==> src/rtl/ps2_pkg.sv <==
// Shared PS/2 definitions: transmitter state encoding, error codes, mouse command bytes and
// small helpers used when sizing and framing a host-to-device transfer.
package ps2_pkg;

  typedef enum logic [2:0] {
    StIdle,
    StInhibit,
    StRts,
    StData,
    StAck,
    StWaitIdle,
    StFinish
  } ps2_state_e;

  localparam logic [1:0] ERR_OK       = 2'b00;
  localparam logic [1:0] ERR_NO_ACK   = 2'b01;
  localparam logic [1:0] ERR_START_TO = 2'b10;
  localparam logic [1:0] ERR_XFER_TO  = 2'b11;

  localparam logic [7:0] PS2_CMD_RESET  = 8'hFF;
  localparam logic [7:0] PS2_CMD_ENABLE = 8'hF4;
  localparam logic [7:0] PS2_CMD_RATE   = 8'hF3;

  function automatic logic odd_parity(input logic [7:0] d);
    return ~^d;
  endfunction

  function automatic int unsigned max_u(input int unsigned a, input int unsigned b);
    return (a > b) ? a : b;
  endfunction

endpackage

==> src/rtl/ps2_line_sync.sv <==
// Two-flop synchronizer for the PS/2 clock and data pins, plus a glitch-qualified falling-edge
// pulse on the clock and a both-lines-high idle flag.
module ps2_line_sync (
  input  logic clk,
  input  logic rst,
  input  logic ck_raw,
  input  logic dt_raw,
  output logic dt_sync,
  output logic fall,
  output logic idle
);

  // [0] metastability flop, [1] synced level, [3:2] history of the synced level
  logic [3:0] ck_sh;
  logic [1:0] dt_sh;

  always_ff @(posedge clk or posedge rst) begin
    if (rst) begin
      ck_sh <= '1;
      dt_sh <= '1;
    end else begin
      ck_sh <= {ck_sh[2:0], ck_raw};
      dt_sh <= {dt_sh[0], dt_raw};
    end
  end

  assign dt_sync = dt_sh[1];
  // A fall only counts after the synced clock has been high for two cycles.
  assign fall    = ck_sh[3] & ck_sh[2] & ~ck_sh[1];
  assign idle    = ck_sh[1] & dt_sh[1];

endmodule

==> src/rtl/ps2_host_tx.sv <==
// PS/2 host-to-device command transmitter: clock inhibit, request-to-send, 8 data bits, odd
// parity and stop, then device ACK sampling. Drives open-drain enables only.
module ps2_host_tx
  import ps2_pkg::*;
#(
  parameter int unsigned CLK_HZ         = 50_000_000,
  parameter int unsigned INHIBIT_CYCLES = 6000,
  parameter int unsigned START_TIMEOUT  = 750000,
  parameter int unsigned XFER_TIMEOUT   = 100000
) (
  input  logic       CLOCK,
  input  logic       reset,
  input  logic [7:0] cmd_data,
  input  logic       cmd_valid,
  output logic       cmd_ready,
  input  logic       ps2ck_in,
  input  logic       ps2dt_in,
  output logic       ps2ck_oe,
  output logic       ps2dt_oe,
  output logic       tx_active,
  output logic       done,
  output logic [1:0] err
);

  // Timer also spans 20 ms at CLK_HZ, so any timeout retuned within the protocol never wraps.
  localparam int unsigned MaxWait = max_u(max_u(INHIBIT_CYCLES, START_TIMEOUT),
                                          max_u(XFER_TIMEOUT, CLK_HZ / 50));
  localparam int unsigned TimerW  = $clog2(MaxWait + 1);

  localparam logic [TimerW-1:0] InhibitLast = TimerW'(INHIBIT_CYCLES - 1);
  // Two early: the FINISH cycle makes done land exactly on the limit after the timer restart.
  localparam logic [TimerW-1:0] StartLast   = TimerW'(START_TIMEOUT - 2);
  localparam logic [TimerW-1:0] XferLast    = TimerW'(XFER_TIMEOUT - 2);

  ps2_state_e        state;
  logic [8:0]        shreg;
  logic [3:0]        bitcnt;
  logic [TimerW-1:0] timer;
  logic              idle_cnt;
  logic              dt_sync;
  logic              fall;
  logic              idle;

  ps2_line_sync u_line_sync (
    .clk     (CLOCK),
    .rst     (reset),
    .ck_raw  (ps2ck_in),
    .dt_raw  (ps2dt_in),
    .dt_sync (dt_sync),
    .fall    (fall),
    .idle    (idle)
  );

  always_ff @(posedge CLOCK or posedge reset) begin
    if (reset) begin
      state     <= StIdle;
      shreg     <= '0;
      bitcnt    <= '0;
      timer     <= '0;
      idle_cnt  <= 1'b0;
      ps2ck_oe  <= 1'b0;
      ps2dt_oe  <= 1'b0;
      cmd_ready <= 1'b1;
      tx_active <= 1'b0;
      done      <= 1'b0;
      err       <= ERR_OK;
    end else begin
      done <= 1'b0;
      unique case (state)
        StIdle: begin
          if (cmd_valid && cmd_ready) begin
            shreg     <= {odd_parity(cmd_data), cmd_data};
            bitcnt    <= '0;
            timer     <= '0;
            err       <= ERR_OK;
            cmd_ready <= 1'b0;
            tx_active <= 1'b1;
            ps2ck_oe  <= 1'b1;
            state     <= StInhibit;
          end
        end
        StInhibit: begin
          if (timer == InhibitLast) begin
            ps2ck_oe <= 1'b0;
            ps2dt_oe <= 1'b1;
            timer    <= '0;
            state    <= StRts;
          end else begin
            timer <= timer + TimerW'(1);
          end
        end
        StRts: begin
          if (timer == StartLast) begin
            err      <= ERR_START_TO;
            ps2dt_oe <= 1'b0;
            state    <= StFinish;
          end else if (fall) begin
            ps2dt_oe <= ~shreg[0];
            bitcnt   <= 4'd1;
            timer    <= '0;
            state    <= StData;
          end else begin
            timer <= timer + TimerW'(1);
          end
        end
        StData, StAck, StWaitIdle: begin
          if (timer == XferLast) begin
            err      <= ERR_XFER_TO;
            ps2ck_oe <= 1'b0;
            ps2dt_oe <= 1'b0;
            state    <= StFinish;
          end else begin
            timer <= timer + TimerW'(1);
            if (state == StData && fall) begin
              if (bitcnt == 4'd9) begin
                ps2dt_oe <= 1'b0;
                state    <= StAck;
              end else begin
                ps2dt_oe <= ~shreg[bitcnt];
                bitcnt   <= bitcnt + 4'd1;
              end
            end else if (state == StAck && fall) begin
              err      <= dt_sync ? ERR_NO_ACK : ERR_OK;
              idle_cnt <= 1'b0;
              state    <= StWaitIdle;
            end else if (state == StWaitIdle) begin
              idle_cnt <= idle;
              if (idle && idle_cnt) begin
                state <= StFinish;
              end
            end
          end
        end
        StFinish: begin
          done      <= 1'b1;
          tx_active <= 1'b0;
          cmd_ready <= 1'b1;
          ps2ck_oe  <= 1'b0;
          ps2dt_oe  <= 1'b0;
          state     <= StIdle;
        end
        default: state <= StIdle;
      endcase
    end
  end

endmodule

==> config.mk <==
export PLATFORM = sky130hd
export DESIGN_NAME = ps2_host_tx
export DESIGN_NICKNAME = d
export VERILOG_FILES = /design/src/rtl/ps2_pkg.sv /design/src/rtl/ps2_line_sync.sv /design/src/rtl/ps2_host_tx.sv
export SDC_FILE = /design/constraint.sdc
export NUM_CORES = 1
export LEC_CHECK = 0
export ABC_CLOCK_PERIOD_IN_PS = 2920
export BUFFER_PORTS_ARGS = -buffer_cell sky130_fd_sc_hd__buf_2
export CORE_MARGIN = 2
export CORE_UTILIZATION = 35
export DETAILED_ROUTE_END_ITERATION = 16
export GPL_TIMING_DRIVEN = 0
export PLACE_DENSITY = 0.56
export SLEW_MARGIN = 5
export SYNTH_ARGS = -nofsm -noshare
export SYNTH_HDL_FRONTEND = slang
export SYNTH_HIERARCHICAL = 1
export SYNTH_SLANG_ARGS = --single-unit
==> constraint.sdc <==
create_clock -name CLOCK -period 2.92 [get_ports CLOCK]
set_clock_uncertainty 0.15 [all_clocks]
set_input_delay 0.584 -clock CLOCK [delete_from_list [all_inputs] [get_ports CLOCK]]
set_output_delay 0.584 -clock CLOCK [all_outputs]
set_load 0.1 [all_outputs]
Yosys cells after proc, flatten, opt, wreduce, memory -nomap -nowiden
Cells that the tools add are included.
Widths: inputs -> output; s select.
{"block": "totals", "regBits": 50, "word_cells": 122, "rom_bits": 0, "latchBits": 0, "n_memories": 0, "output_inout_bits": 7, "mem_bits_rw": 0, "in_bits": 13}
{"block": "op_classes", "n_bitwise": 8, "n_div": 0, "multipliers": 0, "eq_ne": 26, "addsub": 2, "n_lt_le_gt_ge": 1, "n_reduce_logical": 22, "shift": 0, "mux": 50}
{"op": "$mux 20", "n": 5}
{"op": "$pmux 20 s4", "n": 1}
{"op": "$mux 3", "n": 10}
{"op": "$mux 4", "n": 6}
{"op": "$add 20x1->20 const B", "n": 1}
{"op": "$eq 20x13->1 const B", "n": 1}
{"op": "$eq 20x17->1 const B", "n": 1}
{"op": "$eq 20x20->1 const B", "n": 1}
{"op": "$ne 2x2->1 const B", "n": 9}
{"op": "$reduce_and 4->1", "n": 4}
{"op": "$mux 1", "n": 15}
{"op": "$ne 3x3->1 const B", "n": 4}
{"op": "$pmux 3 s4", "n": 1}
{"op": "$pmux 4 s3", "n": 1}
{"op": "$reduce_bool 4->1", "n": 3}
{"op": "$mux 2", "n": 5}
{"op": "$ne 5x5->1 const B", "n": 2}
{"op": "$eq 3x3->1 const B", "n": 3}
{"op": "$pmux 1 s4", "n": 2}
{"op": "$reduce_xnor 8->1", "n": 1}
{"op": "$reduce_and 7->1", "n": 1}
{"op": "$eq 3x2->1 const B", "n": 2}
{"op": "$pmux 2 s3", "n": 1}
{"op": "$reduce_and 6->1", "n": 1}
{"op": "16 further kinds", "n": 28}

Depth between registers and ports, before layout
{"block": "depth", "ltp_word": 8, "depth_mapped": 10, "mapped_depth_nobuf": 8}

Hierarchy
Netlist, hierarchy kept.
{"mod": "ps2_host_tx", "seq_area_each_um2": 1102.3, "n_inst": 1, "area_each_um2": 2736.4, "cells_each": 290}
{"mod": "ps2_line_sync", "seq_area_each_um2": 157.7, "n_inst": 1, "area_each_um2": 177.7, "cells_each": 9}

Least setup slack after synthesis
OpenSTA, ideal clock, no wires.
{"block": "synth_path", "path_type": "reg2reg", "startpoint": "register cmd_ready", "endpoint": "register timer[16]", "setup_time_ns": 0.092, "synth_period_minus_slack_ns": 2.273, "setup_slack_ns": 0.647, "required_time_ns": 2.678, "stages_incl_launch_ff": 8, "n_path_buf": 2, "arrival_ns": 2.031, "path_cell_list": "dfstp_2 nand2_1 a22oi_1 o211ai_2 nand2b_1 buf_4 buf_12 o31ai_2"}
{"block": "synth_between", "elab_chain_len": 3}
{"element": "start: declaration", "line": "ps2_host_tx.sv:15", "text": "output logic cmd_ready,"}
{"element": "start signal: assignment", "line": "ps2_host_tx.sv:63", "text": "cmd_ready <= 1'b1;"}
{"element": "start signal: assignment", "line": "ps2_host_tx.sv:76", "text": "cmd_ready <= 1'b0;"}
{"element": "start signal: assignment", "line": "ps2_host_tx.sv:137", "text": "cmd_ready <= 1'b1;"}
{"element": "$logic_and 1x1->1", "line": "ps2_host_tx.sv:71", "text": "if (cmd_valid && cmd_ready) begin"}
{"element": "$ne 2x2->1 (no line)"}
{"element": "$reduce_and 4->1 (no line)"}
{"element": "end signal: assignment", "line": "ps2_host_tx.sv:89", "text": "timer <= timer + TimerW'(1);"}
{"element": "end signal: assignment", "line": "ps2_host_tx.sv:103", "text": "timer <= timer + TimerW'(1);"}
{"element": "end signal: assignment", "line": "ps2_host_tx.sv:113", "text": "timer <= timer + TimerW'(1);"}
{"element": "end: declaration", "line": "ps2_host_tx.sv:38", "text": "logic [TimerW-1:0] timer;"}
No other way between the ends.
A chain may end at the register's enable or synchronous reset.

Worst setup path after layout
{"block": "layout_path", "startpoint": "register timer[0]", "endpoint": "register timer[15]"}
{"block": "layout_between", "elab_chain_len": 4, "elab_cells_between_ends": 12, "cone_classes": "add/sub (1); eq/ne (5); mux (5); reduce/logical (1)"}
{"element": "$add 20x1->20", "line": "ps2_host_tx.sv:89, ps2_host_tx.sv:103, ps2_host_tx.sv:113"}
{"element": "$mux 20", "line": "ps2_host_tx.sv:97", "text": "end else if (fall) begin"}
{"element": "$mux 20", "line": "ps2_host_tx.sv:93", "text": "if (timer == StartLast) begin"}
{"element": "$pmux 20 s4", "line": "ps2_host_tx.sv:69", "text": "unique case (state)"}
Several ways; a longest one is shown, not always the timed one. The select of a mux whose other input is x is not followed.

==> flow_metrics.env <==
export IMPL_antenna_found_initial=0
export IMPL_reg2reg_setup_slack_ns=0.33
export IMPL_syn_area_um2=2910
export IMPL_top_layer="met4"
export IMPL_clock_latency_ns=0.32
export IMPL_fp_dieH_um=95.2
export IMPL_syn_num_nets=316
export IMPL_combPwrFrac_pct=52.6
export IMPL_grt_max_degree=26
export IMPL_worstPathRequired_ns=2.96
export IMPL_rsz0062_at_grt="no"
export IMPL_slew_headroom_pct=49.9
export IMPL_layout_nets=343
export IMPL_ant_nets=0
export IMPL_portBuffers=19
export IMPL_fin_crit_sh_pct=88.5
export IMPL_drtIter0Drc=239
export IMPL_start_util_pct=35.8
export IMPL_fin_cells=432
export IMPL_numPlacedInstances=424
export IMPL_placed_cell_area_um2=3160
export IMPL_gp_congestion=0.906
export IMPL_post_cts_setup_buffer_count=0
export IMPL_cap_violations=0
export IMPL_endpoint_kind="flip-flop"
export IMPL_cts_sinks=50
export IMPL_syn_area_per_cell_um2=9.75
export IMPL_report_final_slew_viol_count=0
export IMPL_htree_levels=2
export IMPL_hpwl_um=4640
export IMPL_grt_pass1_wl_um=11400
export IMPL_whs_ns=0.127
export IMPL_hold_class="primary input to async pin"
export IMPL_met1_length_um=3240
export IMPL_drt_pass1_iterations=5
export IMPL_powerDensity_nw_per_um2=963
export IMPL_cts_tree="built"
export IMPL_yosysWarnings=6
export IMPL_finalSetupTns_ns=0
export IMPL_critical_path_class="flip-flop to flip-flop"
export IMPL_status="complete, no violations"
export IMPL_ir_drop_v=0.000362
export IMPL_diodes=0
export IMPL_critPathMaxStageDelay_ns=0.43
export IMPL_overflow=0
export IMPL_cts_made_buffers=5
export IMPL_worstPathArrival_ns=2.63
export IMPL_area_growth_pct=11.8
export IMPL_root_buffer="clkbuf_8"
export IMPL_power_total_mw=3.14
export IMPL_ys_flop_type="dfrtp_1"
export IMPL_drt_total_wl_um=6600
export IMPL_avgRoutedWirePerCell_um=15.3
export IMPL_p_leak_nw=1.36
export IMPL_yosysSeqAreaShare_pct=43.2
export IMPL_fmax_ghz=0.387
export IMPL_critPathMaxFanout=10
export IMPL_path_cells="ha_1, and3_1, and4_1, a311o_1, buf_2, buf_4, nor2_1, o21ai_0, o31ai_2"
export IMPL_grt_use_total_pct=15.8
export IMPL_cts_hold_buf=0
export IMPL_p_int_mw=1.66
export IMPL_setup_viol=0
export IMPL_cp_start_kind="flip-flop"
export IMPL_met2_length_um=2960
export IMPL_grt_pass1_vias=2267
export IMPL_max_clock_path_buffers=2
export IMPL_async_flop_share_pct=100
export IMPL_synthCells=299
export IMPL_fin_area_um2=3260
export IMPL_fp_row_count=33
export IMPL_ys_ff_latch=50
export IMPL_seqPwrFrac_pct=33.1
export IMPL_die_area_um2=9070
export IMPL_io_pins=20
export IMPL_synth_edff_count=0
export IMPL_ys_types=57
export IMPL_switchingPower_mw=1.48
export IMPL_core_area_um2=8130
export IMPL_die_w_um=95.2
export IMPL_via_per_inst=5.41
export IMPL_hold_viol=0
export IMPL_tightest_slew_ns=0.745
export IMPL_vias=2335
export IMPL_route_met3_wl_um=310
export IMPL_drive_above_1_share_pct=22.3
export IMPL_finalWorstPathRequiredPeriod_ns=2.59
export IMPL_ctsResizeCount=0
export IMPL_power_share_clock_pct=14.3
export IMPL_clk_pin_slew_ns=0.11
export IMPL_drcViolationCount=0
export IMPL_critPathSlowestCell="dfrtp_1"
export IMPL_swShare_pct=47.2
[Yosys cell counts (all sizes together), types with 8 or more instances]
cell,instances,share of area [%]
dfrtp,43,37
o21ai,31,5.8
nand2,23,3.0
nor2,22,2.8
inv,15,1.9
nand3,14,2.8
mux2,12,4.6
o31ai,11,3.7
xnor2,9,2.7
nor2b,8,1.7
[through the flow]
stage	utilization, %	setup WS [ns]
after floorplan	-	0.647
after global placement	38.6	0.416
after detailed placement	38.9	0.390
after CTS	40.1	0.331
after global routing	40.1	0.154
final	40.1	0.335
[final timing paths]
check	start	endpoint	cells past startpoint
setup reg to reg	timer[0]$_DFFE_PP0P_	timer[15]$_DFFE_PP0P_	9
hold / removal	reset	bitcnt[0]$_DFFE_PP0P_	2
max in group asynchronous	reset	timer[11]$_DFFE_PP0P_	3
hold reg to reg	u_line_sync/ck_sh[0]$_DFF_PP1_	u_line_sync/ck_sh[1]$_DFF_PP1_	0
min in group CLOCK	ps2ck_in	u_line_sync/ck_sh[0]$_DFF_PP1_	1
setup / recovery	timer[0]$_DFFE_PP0P_	timer[15]$_DFFE_PP0P_	9
[layer usage]
metal	GRT usage, %	vias up
met4	3.86	0
met5	0	-
met1	23.5	1117
met3	2.77	7
li1	-	1150
met2	23.9	61
[placed cells by master, fill, tap and decap left out, drive strengths merged, types with 8 or more instances in the layout]
master	netlist	final
o21ai	31	31
nor2	22	22
nand3	14	14
xnor2	9	9
buf	7	27
dfrtp	43	43
o31ai	11	11
clkbuf	7	12
mux2	12	12
nand2	23	23
inv	15	16
nor2b	8	8
[cells by family after synthesis]
logic type	Yosys count	synth area share [%]
AOI/OAI and AO/OA	76	18.2
xor gates and xnor gates	9	2.71
adders and majority gates	4	1.72
buffers and inverters	29	4.77
DFF	50	43.2
muxes	18	7.56
and+or+nand+nor	113	21.9
[cell type report]
class	count	area, µm²
repair buffers	20	115
well taps	105	131
multi-input cells	220	1520
flip-flops and latches	50	1260
clock inverters	3	28.8
fillers	788	4880
clock buffers	5	68.8
plain buffers	14	82.6
inverters	15	56.3
[flip-flops by register name, summed over array words and instances (netlist names)]
signal	count
timer	20
shreg	9
bitcnt	4
u_line_sync/ck_sh	4
state	3
err	2
u_line_sync/dt_sh	2
cmd_ready	1
done	1
idle_cnt	1
ps2ck_oe	1
ps2dt_oe	1
tx_active	1
[critical path, delay by kind of cell, from the launching register on]
kind            cells  cell delay [ns]
compound gates      3             0.53
fa+ha+maj           1             0.21
buf+inv             2             0.47
flops               1             0.43
simple gates        3             0.67
[power by group through the flow]
stage	combinational (mW)	clock, mW	sequential [mW]
final	1.65	0.449	1.04
after global routing	1.82	0.487	1.07
after CTS	1.66	0.462	1.04
after detailed placement	1.65	0	1.05
after global placement	1.64	0	1.04
after floorplan	1.07	0	1.26
Power figures use the tool's default switching activity.
